### src/rtl/uart_alu_pkg.sv
// ---------------------------------------------------------------------------
// uart_alu_pkg : shared state encoding and elaboration helpers for the bridge
// Revision     : 1.0
// ---------------------------------------------------------------------------
`default_nettype none

package uart_alu_pkg;

   localparam logic [2:0] ST_RX_A     = 3'd0;
   localparam logic [2:0] ST_RX_B     = 3'd1;
   localparam logic [2:0] ST_RX_OP    = 3'd2;
   localparam logic [2:0] ST_CAPTURE  = 3'd3;
   localparam logic [2:0] ST_TX_START = 3'd4;
   localparam logic [2:0] ST_TX_WAIT  = 3'd5;
   localparam logic [2:0] ST_CLEAR    = 3'd6;

   typedef enum logic [2:0] {
      RX_A     = ST_RX_A,
      RX_B     = ST_RX_B,
      RX_OP    = ST_RX_OP,
      CAPTURE  = ST_CAPTURE,
      TX_START = ST_TX_START,
      TX_WAIT  = ST_TX_WAIT,
      CLEAR    = ST_CLEAR
   } state_e;

   function automatic int clog2(input int value);
      int r;
      r = 0;
      for (int v = value - 1; v > 0; v = v >> 1) begin
         r = r + 1;
      end
      return r;
   endfunction

   function automatic bit params_ok(input int byte_size, input int data_size,
                                    input int opcode_size, input int timeout_cycles);
      return (byte_size > 0) && (data_size >= byte_size) &&
             ((data_size % byte_size) == 0) && (opcode_size > 0) &&
             (opcode_size <= byte_size) && (timeout_cycles >= 0);
   endfunction

endpackage

`default_nettype wire

### src/rtl/uart_alu_bridge_rise_edge_pulse.sv
// ---------------------------------------------------------------------------
// rise_edge_pulse : one-cycle pulse on each rising edge of a level input
// Revision        : 1.0
// ---------------------------------------------------------------------------
`default_nettype none

module rise_edge_pulse (
   input  logic clk_i,
   input  logic rst_i,
   input  logic level_i,
   output logic pulse_o
);

   logic prev_q;

   always_ff @(posedge clk_i) begin
      if (rst_i) begin
         prev_q <= 1'b0;
      end else begin
         prev_q <= level_i;
      end
   end

   assign pulse_o = level_i & ~prev_q;

endmodule

`default_nettype wire

### src/rtl/uart_alu_bridge.sv
// ---------------------------------------------------------------------------
// uart_alu_bridge : assembles A/B/opcode from UART bytes, returns ALU result LSB first
// Revision        : 1.0
// ---------------------------------------------------------------------------
`default_nettype none

module uart_alu_bridge
   import uart_alu_pkg::*;
#(
   parameter int BYTE_SIZE      = 8,
   parameter int DATA_SIZE      = 16,
   parameter int OPCODE_SIZE    = 6,
   parameter int TIMEOUT_CYCLES = 100000
) (
   input  logic                   i_clk,
   input  logic                   i_reset,
   input  logic                   i_rx_done,
   input  logic [BYTE_SIZE-1:0]   i_rx_data,
   input  logic                   i_tx_done,
   input  logic [DATA_SIZE-1:0]   i_alu_result,
   output logic                   o_tx_start,
   output logic [BYTE_SIZE-1:0]   o_tx_data,
   output logic [DATA_SIZE-1:0]   o_data_A,
   output logic [DATA_SIZE-1:0]   o_data_B,
   output logic [OPCODE_SIZE-1:0] o_data_OPCODE,
   output logic                   o_busy,
   output logic                   o_timeout_err
);

   localparam int               NBYTES   = DATA_SIZE / BYTE_SIZE;
   localparam int               IDX_W    = (clog2(NBYTES) < 1) ? 1 : clog2(NBYTES);
   localparam logic [IDX_W-1:0] LAST_IDX = IDX_W'(NBYTES - 1);
   localparam int               TMO_W    = (clog2(TIMEOUT_CYCLES + 1) < 1) ? 1
                                           : clog2(TIMEOUT_CYCLES + 1);

   generate
      if (!params_ok(BYTE_SIZE, DATA_SIZE, OPCODE_SIZE, TIMEOUT_CYCLES)) begin : g_param_check
         $error("uart_alu_bridge: illegal BYTE_SIZE/DATA_SIZE/OPCODE_SIZE/TIMEOUT_CYCLES");
      end
   endgenerate

   state_e                 state_q, state_d;
   logic [IDX_W-1:0]       idx_q, idx_d;
   logic [DATA_SIZE-1:0]   a_q, a_d;
   logic [DATA_SIZE-1:0]   b_q, b_d;
   logic [OPCODE_SIZE-1:0] op_q, op_d;
   logic [DATA_SIZE-1:0]   res_q, res_d;
   logic [BYTE_SIZE-1:0]   txd_q, txd_d;
   logic                   txs_q, txs_d;
   logic                   busy_q, busy_d;
   logic                   err_q, err_d;

   logic w_rx_evt;
   logic w_tx_evt;
   logic w_tmo_active;
   logic w_timeout;

   rise_edge_pulse u_rx_edge (
      .clk_i   (i_clk),
      .rst_i   (i_reset),
      .level_i (i_rx_done),
      .pulse_o (w_rx_evt)
   );

   rise_edge_pulse u_tx_edge (
      .clk_i   (i_clk),
      .rst_i   (i_reset),
      .level_i (i_tx_done),
      .pulse_o (w_tx_evt)
   );

   // Inter-byte timer only runs once a frame has actually started.
   assign w_tmo_active = ((state_q == RX_A) && (idx_q != '0)) ||
                         (state_q == RX_B) || (state_q == RX_OP);

   generate
      if (TIMEOUT_CYCLES > 0) begin : g_timeout
         localparam logic [TMO_W-1:0] TMO_LIMIT = TMO_W'(TIMEOUT_CYCLES);
         logic [TMO_W-1:0] tmo_cnt_q;

         always_ff @(posedge i_clk) begin
            if (i_reset || !w_tmo_active || w_timeout || w_rx_evt) begin
               tmo_cnt_q <= '0;
            end else begin
               tmo_cnt_q <= tmo_cnt_q + TMO_W'(1);
            end
         end

         assign w_timeout = w_tmo_active && (tmo_cnt_q == TMO_LIMIT);
      end else begin : g_no_timeout
         assign w_timeout = 1'b0;
      end
   endgenerate

   always_ff @(posedge i_clk) begin
      if (i_reset) begin
         state_q <= RX_A;
         idx_q   <= '0;
         a_q     <= '0;
         b_q     <= '0;
         op_q    <= '0;
         res_q   <= '0;
         txd_q   <= '0;
         txs_q   <= 1'b0;
         busy_q  <= 1'b0;
         err_q   <= 1'b0;
      end else begin
         state_q <= state_d;
         idx_q   <= idx_d;
         a_q     <= a_d;
         b_q     <= b_d;
         op_q    <= op_d;
         res_q   <= res_d;
         txd_q   <= txd_d;
         txs_q   <= txs_d;
         busy_q  <= busy_d;
         err_q   <= err_d;
      end
   end

   always_comb begin
      state_d = state_q;
      idx_d   = idx_q;
      a_d     = a_q;
      b_d     = b_q;
      op_d    = op_q;
      res_d   = res_q;
      txd_d   = txd_q;
      err_d   = w_timeout;

      case (state_q)
         RX_A: begin
            if (w_timeout) begin
               a_d     = '0;
               b_d     = '0;
               op_d    = '0;
               idx_d   = '0;
               state_d = RX_A;
            end else if (w_rx_evt) begin
               for (int i = 0; i < NBYTES; i++) begin
                  if (idx_q == IDX_W'(i)) a_d[i*BYTE_SIZE +: BYTE_SIZE] = i_rx_data;
               end
               if (idx_q == LAST_IDX) begin
                  idx_d   = '0;
                  state_d = RX_B;
               end else begin
                  idx_d = idx_q + IDX_W'(1);
               end
            end
         end
         RX_B: begin
            if (w_timeout) begin
               a_d     = '0;
               b_d     = '0;
               op_d    = '0;
               idx_d   = '0;
               state_d = RX_A;
            end else if (w_rx_evt) begin
               for (int i = 0; i < NBYTES; i++) begin
                  if (idx_q == IDX_W'(i)) b_d[i*BYTE_SIZE +: BYTE_SIZE] = i_rx_data;
               end
               if (idx_q == LAST_IDX) begin
                  idx_d   = '0;
                  state_d = RX_OP;
               end else begin
                  idx_d = idx_q + IDX_W'(1);
               end
            end
         end
         RX_OP: begin
            if (w_timeout) begin
               a_d     = '0;
               b_d     = '0;
               op_d    = '0;
               idx_d   = '0;
               state_d = RX_A;
            end else if (w_rx_evt) begin
               op_d    = i_rx_data[OPCODE_SIZE-1:0];
               state_d = CAPTURE;
            end
         end
         CAPTURE: begin
            // Opcode has been stable on the ALU for a full cycle by now.
            res_d   = i_alu_result;
            idx_d   = '0;
            state_d = TX_START;
         end
         TX_START: begin
            state_d = TX_WAIT;
         end
         TX_WAIT: begin
            if (w_tx_evt) begin
               if (idx_q == LAST_IDX) begin
                  state_d = CLEAR;
               end else begin
                  idx_d   = idx_q + IDX_W'(1);
                  state_d = TX_START;
               end
            end
         end
         CLEAR: begin
            a_d     = '0;
            b_d     = '0;
            op_d    = '0;
            res_d   = '0;
            idx_d   = '0;
            state_d = RX_A;
         end
         default: begin
            idx_d   = '0;
            state_d = RX_A;
         end
      endcase

      // Outputs are derived from the next state so they line up with it.
      txs_d = (state_d == TX_START);
      if (txs_d) begin
         for (int i = 0; i < NBYTES; i++) begin
            if (idx_d == IDX_W'(i)) txd_d = res_d[i*BYTE_SIZE +: BYTE_SIZE];
         end
      end
      busy_d = !((state_d == RX_A) && (idx_d == '0));
   end

   assign o_tx_start    = txs_q;
   assign o_tx_data     = txd_q;
   assign o_data_A      = a_q;
   assign o_data_B      = b_q;
   assign o_data_OPCODE = op_q;
   assign o_busy        = busy_q;
   assign o_timeout_err = err_q;

endmodule

`default_nettype wire

### config.mk
export PLATFORM = sky130hd
export DESIGN_NAME = uart_alu_bridge
export DESIGN_NICKNAME = d
export VERILOG_FILES = /design/src/rtl/uart_alu_pkg.sv /design/src/rtl/uart_alu_bridge_rise_edge_pulse.sv /design/src/rtl/uart_alu_bridge.sv
export SDC_FILE = /design/constraint.sdc
export NUM_CORES = 1
export LEC_CHECK = 0
export ABC_CLOCK_PERIOD_IN_PS = 6700
export CORE_ASPECT_RATIO = 0.75
export CORE_MARGIN = 2
export CORE_UTILIZATION = 55
export CTS_BUF_LIST = sky130_fd_sc_hd__clkbuf_4 sky130_fd_sc_hd__clkbuf_8 sky130_fd_sc_hd__clkbuf_16
export DETAILED_ROUTE_END_ITERATION = 6
export PLACE_DENSITY_LB_ADDON = 0.3
export SLEW_MARGIN = 10
export SYNTH_ARGS = -nofsm -noshare
export SYNTH_HDL_FRONTEND = slang
export SYNTH_HIERARCHICAL = 1
export SYNTH_SLANG_ARGS = --single-unit
export TNS_END_PERCENT = 100
### constraint.sdc
create_clock -name i_clk -period 6.7 [get_ports i_clk]
set_clock_uncertainty 0.15 [all_clocks]
set_input_delay 1.34 -clock i_clk [delete_from_list [all_inputs] [get_ports i_clk]]
set_output_delay 1.34 -clock i_clk [all_outputs]
set_load 0.005 [all_outputs]
-- Word-level counts from Yosys, hierarchy flattened
Cells that the tools add are included.
- flip-flop bits (word level): 88
- input bits: 28
- output and inout bits: 49
- logic and storage cells: 94
- add/subtract/negate cells: 2
- eq/ne operators: 18
- muxes and demuxes: 31
- bitwise logic cells: 5
- reduce and logical (&&, ||, !) cells: 23
- operator list (operator ; count):
    one-hot mux 16 bit (3 select lines) ; 2
    two-way mux 16 bit ; 3
    one-hot mux 16 bit (2 select lines) ; 1
    two-way mux 3 bit ; 9
    two-way mux 8 bit ; 3
    inequality test 3 bit (second input constant) ; 7
    two-way mux 6 bit ; 3
    one-hot mux 3 bit (6 select lines) ; 1
    one-hot mux 6 bit (3 select lines) ; 1
    adder 17 x 1 -> 17 bit (second input constant) ; 1
    == test 17 bit (second input constant) ; 1
    AND reduction 4 bit ; 4
    == test 3 bit (second input constant) ; 4
    nonzero test 3 bit ; 3
    == test 3 x 2 -> 1 bit (second input constant) ; 2
    logical NOT 3 bit ; 2
    two-way mux 1 bit ; 6
    inequality test 2 x 1 -> 1 bit (second input constant) ; 3
    OR reduction 2 bit ; 3
    logical OR 1 bit ; 5
    one-hot mux 1 bit (4 select lines) ; 1
    == test 3 x 1 -> 1 bit (second input constant) ; 1
    logical AND 1 bit ; 3
    NOT 1 bit ; 3
    5 further kinds ; 7

-- Longest topological paths before layout
Gate-level depths: netlist of the first run.
- depth after elaboration: 10
- gate-level depth with buffers: 8
- gate-level depth less buffers: 7

-- Cells and area by module
Netlist of the first run, hierarchy kept.
- by module, submodules not included (module ; instances ; cells each ; area each (µm²) ; seq. area each (µm²)):
    uart_alu_bridge ; 1 ; 414 ; 3759.9 ; 1721.7
    rise_edge_pulse ; 2 ; 3 ; 47.5 ; 20.0

-- Worst setup path after synthesis of the first run
No wires, ideal clock.
- path type: input to register
- start: input port i_rx_done
- end: register b_q[1], in the netlist o_data_B[1]
- library setup time: 0.126 ns
- arrival time: 2.844 ns
- required time: 6.424 ns
- slack: 3.580 ns
- cell stages on the path: 7
- path buffers: 2
- cell sequence: nor2b_4 > clkbuf_1 > nor2b_1 > a211oi_1 > or2_0 > clkbuf_1 > o21ai_0
- cells in the longest elaborated chain, start to end: 3
- ends and longest elaborated chain (element ; line ; RTL):
    start: declaration ; uart_alu_bridge.sv:17 ; input logic i_rx_done,
    bitwise AND 1 bit ; uart_alu_bridge_rise_edge_pulse.sv:24 ; assign pulse_o = level_i & ~prev_q;
    inequality test 3 bit (no line) ; -- ;
    AND reduction 4 bit (no line) ; -- ;
    end signal: assignment ; uart_alu_bridge.sv:100 ; b_q <= '0;
    end signal: assignment ; uart_alu_bridge.sv:111 ; b_q <= b_d;
    end: declaration ; uart_alu_bridge.sv:45 ; logic [DATA_SIZE-1:0] b_q, b_d;
Every way passes these cells.
A chain may end at the register's enable or synchronous reset.

==> results of run 1 <==
-- sequential cells by signal (all words and copies together), names as in the netlist --
register,flops
o_busy,1
res_q,16
g_timeout.tmo_cnt_q,17
idx_q,1
o_data_OPCODE,6
u_tx_edge/prev_q,1
o_timeout_err,1
o_data_A,16
state_q,3
o_tx_start,1
u_rx_edge/prev_q,1
o_data_B,16
o_tx_data,8
-- synthesized netlist by cell type, drive strengths merged (2+ instances only) --
cell type  instances  area (um^2)
or4                2         18.8
and4               2         17.5
nand3              6         30.0
xnor2              5         43.8
nor2b             26          193
a22o               8         70.1
a21boi             2         15.0
a21o               2         15.0
nand4bb            3         33.8
clkbuf            23         86.3
nor2              44          165
and2               3         18.8
dfxtp             88         1760
a2bb2oi           16          140
nand2             51          191
xor2               9         78.8
ha                 2         25.0
a211oi             4         40.0
a21oi             22          110
mux2i             32          320
nor3               4         20.0
a22oi              6         45.0
nand2b             2         12.5
nor4               2         27.5
or3                3         18.8
o211ai            10         75.1
nand4              3         18.8
inv                5         18.8
o21ai             15         75.1
buf                3         18.8
and3               5         31.3
-- critical path: stages --
cell,delay (ps)
clkdlybuf4s50_1,460
buf_4,360
clkinv_1,860
and3_1,630
a22o_1,230
-- per-layer routing --
metal	wire length (um)	vias to the layer above
li1	-	1601
met1	4290	1674
met2	4560	114
met3	564	21
met4	180	0
met5	0	-
-- power groups by stage --
stage / combinational [mW] / sequential, mW / clock (mW)
floorplan: 0.0523 / 0.550 / 0
global placement: 0.0918 / 0.551 / 0
detailed placement: 0.0939 / 0.551 / 0
CTS: 0.0945 / 0.539 / 0.426
global route: 0.102 / 0.540 / 0.447
finish: 0.0951 / 0.539 / 0.422
-- metrics by stage --
step	hold WS [ps]	std cells
global route	340	572
detailed placement	301	556
finish	312	572
floorplan	275	420
global placement	290	556
CTS	312	572
-- logic make-up (layout without fill, tap and decap cells) --
group | count (synthesis) | count (layout) | share of synthesized area [%]
AOI/OAI and AO/OA | 93 | 93 | 17.5
DFF | 88 | 88 | 45.7
adders and majority gates | 2 | 2 | 0.649
buffers and inverters | 32 | 100 | 3.31
and+or+nand+nor | 159 | 159 | 21.4
xor gates and xnor gates | 14 | 14 | 3.18
muxes | 32 | 32 | 8.31
-- worst max path at each step --
stage	end	from	cells past startpoint	slack, ps
after floorplan	o_data_B[1]	i_rx_done	7	3580
after global placement	o_data_A[3]	i_reset	6	2630
after detailed placement	o_tx_data[2]	i_reset	5	2560
after CTS	o_tx_data[2]	i_reset	5	2930
after global routing	o_data_A[5]	i_reset	6	2720
final	o_tx_data[1]	i_reset	5	2920
-- final cells by class --
type | instances | area share, %
clock inverters | 4 | 1.57
well taps | 84 | 2.16
multi-input cells | 300 | 40.4
clock buffers | 12 | 3.27
inverters | 6 | 0.463
flip-flops and latches | 88 | 36.2
repair buffers | 78 | 15.9
==> run summary, run 1 <==
Slew headroom = 23.7%
Ys flop type = dfxtp_1
Max Clk Rate = 0.264 GHz
Peak VDD IR = 150 uV
Register area = 1760 um^2
GP Congestion = 0.849
Max-slew violation count = 0
R2R Path End = o_data_A[10]
Unique cell type count in the Yosys netlist = 49
Post-synth EDFFs = 0
Sw Share = 22.9%
Most frequent cells in the layout = dfxtp_1, clkdlybuf4s50_1, nand2_1
Core Rows = 26
Power Internal = 814 uW
Reg2reg start = state_q[2]
DRT antenna net count = 0
Hpwl dp = 6570 um
CP endpoint kind = flop
Avg WL per Cell = 16.8 um
RSZ-0062 raised after global routing = no
DRC viols = 0
Post-layout nets = 513
WHS Path Cells = 2
Finished Cell Area = 4870 um^2
Placed cell area = 4630 um^2
Port Buffers = 76
Total power = 1.06 mW
Register area share after synthesis = 45.7%
DRT iter0 DRCs = 251
PostCTS Resize Cnt = 0
Initial Util = 56.7%
Post-Syn Instances = 420
Clock H-tree levels = 3
Reg2Reg Setup Slack = 3700 ps
WP data required = 6800 ps
Clock Tree Root = clkbuf_8
Io pins = 77
Pleak = 1.90 nW
Pre-antenna DRT Iters = 5
CP Launch Type = input port
Worst setup path class = input port to flop
Layout area overhead = 26.2%
Hold Path Class = flop to flop
Worst-path fanout max = 34
CTS Hold Buffers Added = 0
Comb power frac = 9.0%
Clock power frac = 40.0%
Routed via count = 3410
Avg Vias per Cell = 5.96
Status = complete, no violations
Num CTS Buffers = 9
Syn Area/Cell = 9.18 um^2
NetSw = 242 uW
Syn Nets = 450
Total negative slack = 0 ps
Clock Pin Slew Worst Setup and Hold Paths = 80 ps
Hold Path End = o_data_A[11]
HP Start = o_data_A[11]
Die area = 7700 um^2
Post-synthesis register bit count = 88
Total track usage = 25.9%
Async S/R FF share, synth = 0%
Met2 Use GR = 41.1%
Overflow after GRT = 0
Die height = 76.5 um
Period utilization = 56.5%
Util after Layout = 71.6%
Final WL = 9600 um
Flop pwr share = 51.0%
DP Worst Slack = 2560 ps
Worst EP arrival = 3890 ps
Reg2reg path depth = 5
Die X = 101 um
Core area = 6800 um^2
Largest net degree at the start of global routing = 39
Layout cells sized above 1 = 5.74%
# diodes = 0
First-pass GRT wire length = 15800 um
Post-Syn Area = 3850 um^2
CTS Sinks = 88
Initial antenna violation count = 0
Worst-Skew Late Latency = 370 ps
Vias in the first global route = 3149
GRT met1 Usage = 35.2%
Most common cell after layout, fill and taps aside = dfxtp_1
Slew @ Worst Pin = 1140 ps
Area of the multi-input gates = 1970 um^2
M3 GR Usage = 5.32%
Count of final setup violators = 0
Max-cap viol count = 0
Endpoints failing hold = 0
Post-CTS Setup Bufs = 0
Longest Clk Path Bufs = 2
Cell Pwr Density = 217 nW/um^2
Top Usage Layer GRT = met2
Fillers = 531
Min cycle time layout = 3780 ps
CTS tree = done
Setup ws final = 2920 ps
Yosys warning total = 6
No activity file was read; power rests on OpenSTA's default activity.
==> run 2: changes to the inputs <==
- ABC_CLOCK_PERIOD_IN_PS: 6700 -> 3400
- CORE_UTILIZATION: 55 -> 46
- clock period: 6.7 -> 3.4 ns (I/O delays scaled with it)
==> run 2 against run 1 <==
  * Cell count increased by 4.9%
  * Non-clock buffer count increased by 7
  * Global-route usage decreased by 4.3 points
  * Hold slack got worse by 4.0 ps
  * Utilization decreased by 10 points
  * Clock-buffer cell count decreased by 1
  * Combinational power increased by 98%
  * Critical path type unchanged
  * Critical endpoint is now o_data_B[4]
  * Largest cell class unchanged
==> run summary, run 2 (synthesis gave the netlist of run 1 again) <==
Status = complete, no violations (unchanged)
Longest Clk Path Bufs = 2 (unchanged)
Endpoints failing hold = 0 (unchanged)
Worst-path fanout max = 11 (was 34)
Util after Layout = 61.4% (was 71.6%)
Post-layout nets = 520 (was 513)
Num CTS Buffers = 9 (unchanged)
DRT antenna net count = 0 (unchanged)
Avg Vias per Cell = 5.42 (was 5.96)
Hold Path Class = flop to flop (unchanged)
Final WL = 9290 um (was 9600 um)
Pleak = 1.93 nW (was 1.90 nW)
Cell Pwr Density = 409 nW/um^2 (was 217 nW/um^2)
Die height = 83.3 um (was 76.5 um)
Total negative slack = 0 ps (unchanged)
CTS Hold Buffers Added = 0 (unchanged)
Slew headroom = 35.9% (was 23.7%)
PostCTS Resize Cnt = 0 (unchanged)
DRC viols = 0 (unchanged)
Initial Util = 48.1% (was 56.7%)
Layout area overhead = 27.8% (was 26.2%)
Clock H-tree levels = 3 (unchanged)
Period utilization = 79.2%
RSZ-0062 raised after global routing = no (unchanged)
Worst EP arrival = 2770 ps (was 3890 ps)
Die X = 110 um (was 101 um)
Clock Pin Slew Worst Setup and Hold Paths = 90 ps (was 80 ps)
Hpwl dp = 6750 um (was 6570 um)
Max Clk Rate = 0.372 GHz
Max-slew violation count = 0 (unchanged)
DRT iter0 DRCs = 147 (was 251)
Port Buffers = 76 (unchanged)
Largest Register = g_timeout.tmo_cnt_q (unchanged)
Largest net degree at the start of global routing = 34 (was 39)
# diodes = 0 (unchanged)
CTS Sinks = 88 (unchanged)
First-pass GRT wire length = 15600 um (was 15800 um)
Setup ws final = 709 ps (was 2920 ps)
Pre-antenna DRT Iters = 5 (unchanged)
Met3 WL post-DR = 402 um (was 564 um)
Avg WL per Cell = 15.5 um (was 16.8 um)
Worst-Skew Late Latency = 360 ps (was 370 ps)
CTS tree = done (unchanged)
WL met1 = 4550 um (was 4290 um)
Initial antenna violation count = 0 (unchanged)
Core area = 8020 um^2 (was 6800 um^2)
Worst setup path class = input port to flop (unchanged)
Most frequent cells in the layout = dfxtp_1, clkdlybuf4s50_1, nand2_1 (unchanged)
DP Worst Slack = 353 ps (was 2560 ps)
Most common cell after layout, fill and taps aside = dfxtp_1 (unchanged)
GP Congestion = 0.851 (was 0.849)
Overflow after GRT = 0 (unchanged)
Core Rows = 28 (was 26)
Top sig layer = met4 (unchanged)
Max FFs per register = 17 (unchanged)
Layout cells sized above 1 = 7.07% (was 5.74%)
CP endpoint kind = flop (unchanged)
Min cycle time layout = 2690 ps
Fillers = 701 (was 531)
Clock Tree Root = clkbuf_8 (unchanged)
Count of final setup violators = 0 (unchanged)
Hold Slack = 308 ps (was 312 ps)
Die area = 9140 um^2 (was 7700 um^2)
Max-cap viol count = 0 (unchanged)
Total track usage = 21.6% (was 25.9%)
CP Launch Type = input port (unchanged)
Io pins = 77 (unchanged)
Vias in the first global route = 3176 (was 3149)
Slew @ Worst Pin = 959 ps (was 1140 ps)
Met2 wire length = 4260 um (was 4560 um)
WP data required = 3480 ps (was 6800 ps)
Peak VDD IR = 225 uV (was 150 uV)
Routed via count = 3250 (was 3410)
Post-CTS Setup Bufs = 0 (unchanged)
Total power = 2.02 mW (was 1.06 mW)
## run 2: layer usage
layer,track usage [%],vias to the layer above
met2,32.9,70
met5,0,-
li1,-,1608
met1,31.0,1564
met4,5.06,0
met3,4.95,8
## run 2: power by group
part	switching (mW)	total [mW]	internal, mW
registers	0.0151	1.06	1.05
logic	0.0936	0.188	0.0948
clock network	0.380	0.765	0.385
## run 2: critical path, cell delays in order
cell	delay [ps]
clkdlybuf4s50_1	420
nor2b_4	170
nor2b_1	140
a211oi_1	790
or2_0	400
o21ai_0	160
## run 2: path summary, 6_finish.rpt
path / cells after the start / end / slack, ps / from
worst min register to register: 2 / o_data_A[0] / 310 / o_data_A[0]
worst max-delay path: 6 / o_data_B[4] / 710 / i_rx_done
worst max register to register: 5 / o_tx_data[3] / 850 / g_timeout.tmo_cnt_q[5]
worst min-delay path: 2 / o_data_A[0] / 310 / o_data_A[0]
## run 2: cell type report
cell class	instances	area, um^2	share of cell area (%)
clock buffer	11	151	3.07
clock inverter	5	63.8	1.30
inverter	6	22.5	0.457
multi-input combinational	300	1970	39.9
sequential	88	1760	35.8
tap	105	131	2.67
timing repair buffer	85	828	16.8
## run 2: per-stage QoR
step | instances | cell area (um^2)
2_1_floorplan | 420 | 3850
3_3_place_gp | 584 | 4710
3_5_place_dp | 584 | 4710
4_1_cts | 600 | 4920
5_1_grt | 600 | 4920
6_report | 600 | 4920
